$ cat src/rtl/decode_issue.sv
// Decode/issue stage for the 16-bit WISC core: register file, decode, per-register scoreboard.
// Optional macro DECODE_BYPASS_EN forwards same-cycle writeback data into issue and hazard logic.
module decode_issue (
    input  logic        clk,
    input  logic        rst,
    input  logic [15:0] instr,
    input  logic [15:0] instr_pc,
    input  logic        instr_valid,
    output logic        instr_ready,
    input  logic        wb_en,
    input  logic [2:0]  wb_reg,
    input  logic [15:0] wb_data,
    output logic        ex_valid,
    input  logic        ex_ready,
    output logic [4:0]  ex_opcode,
    output logic [1:0]  ex_funct,
    output logic [7:0]  ex_imm,
    output logic [15:0] ex_rs,
    output logic [15:0] ex_rt,
    output logic [15:0] ex_pc,
    output logic        ex_wr_en,
    output logic [2:0]  ex_wr_reg,
    output logic        halted
);

    logic [15:0] rf_q [8];
    logic [7:0]  busy_q, busy_d;
    logic        halted_q;

    logic        ex_valid_q;
    logic [4:0]  ex_opcode_q;
    logic [1:0]  ex_funct_q;
    logic [7:0]  ex_imm_q;
    logic [15:0] ex_rs_q, ex_rt_q, ex_pc_q;
    logic        ex_wr_en_q;
    logic [2:0]  ex_wr_reg_q;

    logic [4:0]  opcode;
    logic [2:0]  rs_idx, rt_idx, dest;
    logic        reads_rs, reads_rt, wr_en;
    logic        rs_clear, rt_clear;
    logic [15:0] rs_val, rt_val;
    logic        raw_hazard, waw_hazard, hazard, issue;

    assign opcode = instr[15:11];
    assign rs_idx = instr[10:8];
    assign rt_idx = instr[7:5];

    // Source-operand usage by opcode.
    always_comb begin
        reads_rs = 1'b1;
        reads_rt = 1'b0;
        case (opcode)
            5'b00000, 5'b00001, 5'b00100, 5'b00110, 5'b11000: reads_rs = 1'b0;
            default: ;
        endcase
        casez (opcode)
            5'b11001, 5'b11010, 5'b11011, 5'b111??, 5'b10000, 5'b10011: reads_rt = 1'b1;
            default: ;
        endcase
    end

    // Destination register selection; dest is 0 when the instruction writes nothing.
    always_comb begin
        wr_en = 1'b0;
        dest  = 3'd0;
        casez (opcode)
            5'b11001, 5'b11010, 5'b11011, 5'b111??: begin
                wr_en = 1'b1;
                dest  = instr[4:2];
            end
            5'b010??, 5'b101??, 5'b10001: begin
                wr_en = 1'b1;
                dest  = instr[7:5];
            end
            5'b10011, 5'b11000, 5'b10010: begin
                wr_en = 1'b1;
                dest  = instr[10:8];
            end
            5'b00110, 5'b00111: begin
                wr_en = 1'b1;
                dest  = 3'd7;
            end
            default: ;
        endcase
    end

`ifdef DECODE_BYPASS_EN
    // A writeback landing this cycle both releases the source and supplies its value.
    always_comb begin
        rs_clear = wb_en && (wb_reg == rs_idx);
        rt_clear = wb_en && (wb_reg == rt_idx);
        rs_val   = rs_clear ? wb_data : rf_q[rs_idx];
        rt_val   = rt_clear ? wb_data : rf_q[rt_idx];
    end
`else
    always_comb begin
        rs_clear = 1'b0;
        rt_clear = 1'b0;
        rs_val   = rf_q[rs_idx];
        rt_val   = rf_q[rt_idx];
    end
`endif

    always_comb begin
        raw_hazard = (reads_rs && busy_q[rs_idx] && !rs_clear) ||
                     (reads_rt && busy_q[rt_idx] && !rt_clear);
        // WAW ignores same-cycle writeback so an in-flight writer is never overtaken.
        waw_hazard = wr_en && busy_q[dest];
        hazard     = raw_hazard || waw_hazard;
        instr_ready = !rst && (!ex_valid_q || ex_ready) && !hazard && !halted_q;
        issue       = instr_valid && instr_ready;
    end

    // Clear on writeback first so a same-cycle issue to that register wins.
    always_comb begin
        busy_d = busy_q;
        if (wb_en) begin
            busy_d[wb_reg] = 1'b0;
        end
        if (issue && wr_en) begin
            busy_d[dest] = 1'b1;
        end
    end

    always_ff @(posedge clk) begin
        if (rst) begin
            for (int k = 0; k < 8; k++) begin
                rf_q[k] <= '0;
            end
        end else if (wb_en) begin
            rf_q[wb_reg] <= wb_data;
        end
    end

    always_ff @(posedge clk) begin
        if (rst) begin
            busy_q   <= '0;
            halted_q <= 1'b0;
        end else begin
            busy_q <= busy_d;
            if (issue && (opcode == 5'b00000)) begin
                halted_q <= 1'b1;
            end
        end
    end

    // Single-entry output register: loads on issue, empties on accept.
    always_ff @(posedge clk) begin
        if (rst) begin
            ex_valid_q  <= 1'b0;
            ex_opcode_q <= '0;
            ex_funct_q  <= '0;
            ex_imm_q    <= '0;
            ex_rs_q     <= '0;
            ex_rt_q     <= '0;
            ex_pc_q     <= '0;
            ex_wr_en_q  <= 1'b0;
            ex_wr_reg_q <= '0;
        end else if (issue) begin
            ex_valid_q  <= 1'b1;
            ex_opcode_q <= opcode;
            ex_funct_q  <= instr[1:0];
            ex_imm_q    <= instr[7:0];
            ex_rs_q     <= rs_val;
            ex_rt_q     <= rt_val;
            ex_pc_q     <= instr_pc;
            ex_wr_en_q  <= wr_en;
            ex_wr_reg_q <= dest;
        end else if (ex_ready) begin
            ex_valid_q <= 1'b0;
        end
    end

    assign ex_valid  = ex_valid_q;
    assign ex_opcode = ex_opcode_q;
    assign ex_funct  = ex_funct_q;
    assign ex_imm    = ex_imm_q;
    assign ex_rs     = ex_rs_q;
    assign ex_rt     = ex_rt_q;
    assign ex_pc     = ex_pc_q;
    assign ex_wr_en  = ex_wr_en_q;
    assign ex_wr_reg = ex_wr_reg_q;
    assign halted    = halted_q;

endmodule

$ cat config.mk
export PLATFORM = sky130hd
export DESIGN_NAME = decode_issue
export DESIGN_NICKNAME = d
export VERILOG_FILES = /design/src/rtl/decode_issue.sv
export SDC_FILE = /design/constraint.sdc
export NUM_CORES = 1
export LEC_CHECK = 0
export BUFFER_PORTS_ARGS = -buffer_cell sky130_fd_sc_hd__buf_4
export CAP_MARGIN = 20
export CORE_MARGIN = 2
export CORE_UTILIZATION = 53
export DETAILED_ROUTE_END_ITERATION = 6
export HOLD_SLACK_MARGIN = 0.02
export PLACE_DENSITY = 0.71
export SLEW_MARGIN = 10
export SYNTH_ARGS = -nofsm -noshare
export SYNTH_HDL_FRONTEND = slang
export SYNTH_SLANG_ARGS = --single-unit
export TNS_END_PERCENT = 50
$ cat constraint.sdc
create_clock -name clk -period 5.25 [get_ports clk]
set_input_delay 1.3125 -clock clk [delete_from_list [all_inputs] [get_ports clk]]
set_output_delay 1.3125 -clock clk [all_outputs]
set_load 0.01 [all_outputs]
==> flow_summary.yaml <==
critical_path:
  r2r_cells: 9
  worstSetupStartpoint: "instr[9]"
  critical_path_class: "in2out"
  worstPathRequired_ns: 3.94
  crit_fanout: 35
  arrival_ns: 3.55
  timing.rr.start: "busy_q[3]$_SDFF_PP0_"
  cp-start-kind: "primary input"
  cp-end-kind: "primary output"
timing:
  skew_ns: 0.0245
  min_period_ns: 4.86
  min_period_over_period: 0.926
  tns_ns: 0
  slew_viol_final: 0
  rsz0062_at_grt: "no"
  setup_viol: 0
  slew_headroom: 0.296
  hold_viol: 0
  whs_ns: 0.481
  tightestPinTransition_ns: 1.06
  max_freq_ghz: 0.206
logic_synthesis:
  yosysWarnings: 0
  avgSynthCellArea_um2: 13.0
  synth_area_um2: 10100
  ys.flop_type: "edfxtp_1"
  synth-edff-count: 128
  synth_seq_area_share: 0.530
  syn_inst: 774
  ys_seq_elements: 203
  synth_async_sr_flop_share: 0
  synth_cell_type_count: 51
  synth_fp_nets: 830
die:
  rows: 50
  io_pins: 126
  coreArea_um2: 18700
  die_height_um: 142
  dieWidth_um: 142
  fp.dieArea_um2: 20100
  initial_core_util: 0.539
layout:
  area_delta_synth_final_pct: 17.9
  largest_reg_flops: 128
  diodes: 0
  final_area_um2: 11900
  post-route-util: 0.635
  nets: 930
  drive_gt1_frac: 0.317
  regMostFlops: "rf_q"
routing:
  drt-total-wl_mm: 26.6
  vias: 6986
  vias_per_cell: 6.22
  drt-initial-drc-count: 566
  avgRoutedWirePerCell_um: 23.7
  drtPass1Iterations: 5
  ant_nets: 0
  drc: 0
clock_network:
  post_cts_resize_count: 0
  clock_latency_ns: 0.52
  cts_tree: "done"
  hold_buffers: 0
  clkTransAtPathRegs_ns: 0.06
  htree_num_levels: 1
  clkSinkCount: 203
  post_cts_buffers: 0
  cts_buffer_depth: 3
  cts-buffers-inserted: 22
  root_buffer: "clkbuf_16"
grt:
  grt_max_degree: 72
  grt_pass1_vias: 7361
  antenna_found_initial: 0
  grt_pass1_wl_mm: 40.9
  overflow: 0
  track_usage: 0.267
worst_hold_path:
  min_delay_path_depth: 2
  hold_start: "ex_pc[6]$_SDFFE_PP0P_"
  hp-class: "reg2reg"
placement:
  place_congestion: 0.839
  place_hpwl_mm: 16.3
  placed_area_um2: 11100
  portBuffers: 125
status:
  status: "finished clean"
flow_run:
  drv_cap: 0
power_and_ir_drop:
  ir_worst_vdd_mv: 0.250
  p_leak_nw: 4.40
  power.density_nw_per_um2: 330
==> cell usage in the layout, fill, tap and decap left out, drive strengths merged, types with 2 or more instances in the layout <==
master  synthesis  final
edfxtp        128    128
nand3          33     33
nand2b          4      4
a221oi          2      2
o311a           3      3
nor2           14     14
o21bai          3      3
a211o           2      2
clkinv          0      2
a21o            2      2
a31o            4      4
clkbuf         37     36
nand2          11     11
a211oi         34     34
o32ai           4      4
buf            32    145
inv            12     13
and2          130    130
a21oi          72     72
nor3            4      4
dfxtp          75     75
a41o            3      3
mux4           68     68
nor2b           5      5
mux2i          34     34
o21ai          36     36
o311ai          2      2
o22ai           6      6
or3             2      2
==> cells in the mapped netlist (2+ instances only) <==
master      n  area [µm²]
buf_4       9        67.6
nor2b_1     5        31.3
buf_6       5        56.3
nor3_1      4        20.0
o21ai_0    35         175
or3_1       2        12.5
a211oi_2   14         175
a211o_1     2        17.5
edfxtp_1  128        3840
o32ai_2     4        65.1
nand3_1    32         160
a211oi_1   20         150
a221oi_2    2        30.0
mux4_2     68        1530
buf_1       6        22.5
and2_1    129         807
o21bai_1    3        22.5
nand2_1     9        33.8
a41o_1      3        30.0
o311a_1     2        20.0
nand2_2     2        12.5
nand2b_1    4        25.0
buf_2      12        60.1
mux2i_1    34         340
o311ai_2    2        32.5
o22ai_1     6        37.5
inv_1      12        45.0
clkbuf_1   37         139
a31o_2      4        35.0
nor2_1     13        48.8
a21o_1      2        15.0
dfxtp_1    75        1500
a21oi_1    71         355
==> final timing paths <==
path | end | slack, ns
hold reg to reg | ex_pc[6]$_SDFFE_PP0P_ | 0.48
setup reg to reg | busy_q[4]$_SDFF_PP0_ | 2.21
hold / removal | ex_pc[6]$_SDFFE_PP0P_ | 0.48
setup / recovery | instr_ready | 0.39
==> routing by layer <==
metal / vias up / wire length, µm / global-route usage
met4: 0 / 703 / 0.0905
met1: 3512 / 10500 / 0.326
li1: 3148 / - / -
met5: - / 0 / 0
met2: 273 / 13900 / 0.486
met3: 53 / 1570 / 0.0402
==> logic make-up (layout without fill, tap and decap cells) <==
family	after synthesis	in the layout	synth area share
DFF	203	203	0.530
muxes	103	103	0.187
AOI/OAI and AO/OA	177	177	0.122
buffers and inverters	81	196	0.0387
and+or+nand+nor	209	209	0.121
xor gates and xnor gates	1	1	0.000869
==> power by group <==
part           internal, mW  leakage, nW  switching [mW]
sequential             1.81         1.85          0.0562
combinational         0.257         2.21           0.309
clock                 0.871        0.338           0.626
total                  2.93         4.40           0.991
==> worst max-delay path, stage by stage <==
cell,delay (ns)
buf_4,0.48
mux4_2,0.58
mux2i_1,0.16
a211o_1,0.11
nand3_1,0.08
a41oi_2,0.26
o311a_2,0.24
o311a_1,0.18
buf_4,0.13
==> metrics by stage <==
stage	instances	setup slack (ns)	total power, mW
after floorplan	774	0.594	2.24
after global placement	1082	0.477	2.43
after detailed placement	1082	0.418	2.45
after CTS	1121	0.392	3.94
after global routing	1123	0.309	4.06
final	1123	0.389	3.92
==> area by class of cell <==
class | count | area [µm²]
Clock inverter | 3 | 18.8
Sequential cell | 203 | 5350
Fill cell | 1427 | 6830
Inverter | 12 | 45.0
Clock buffer | 36 | 669
Multi-Input combinational cell | 490 | 4380
Tap cell | 234 | 293
Timing Repair Buffer | 145 | 1130
(Power assumes the default switching activity.)
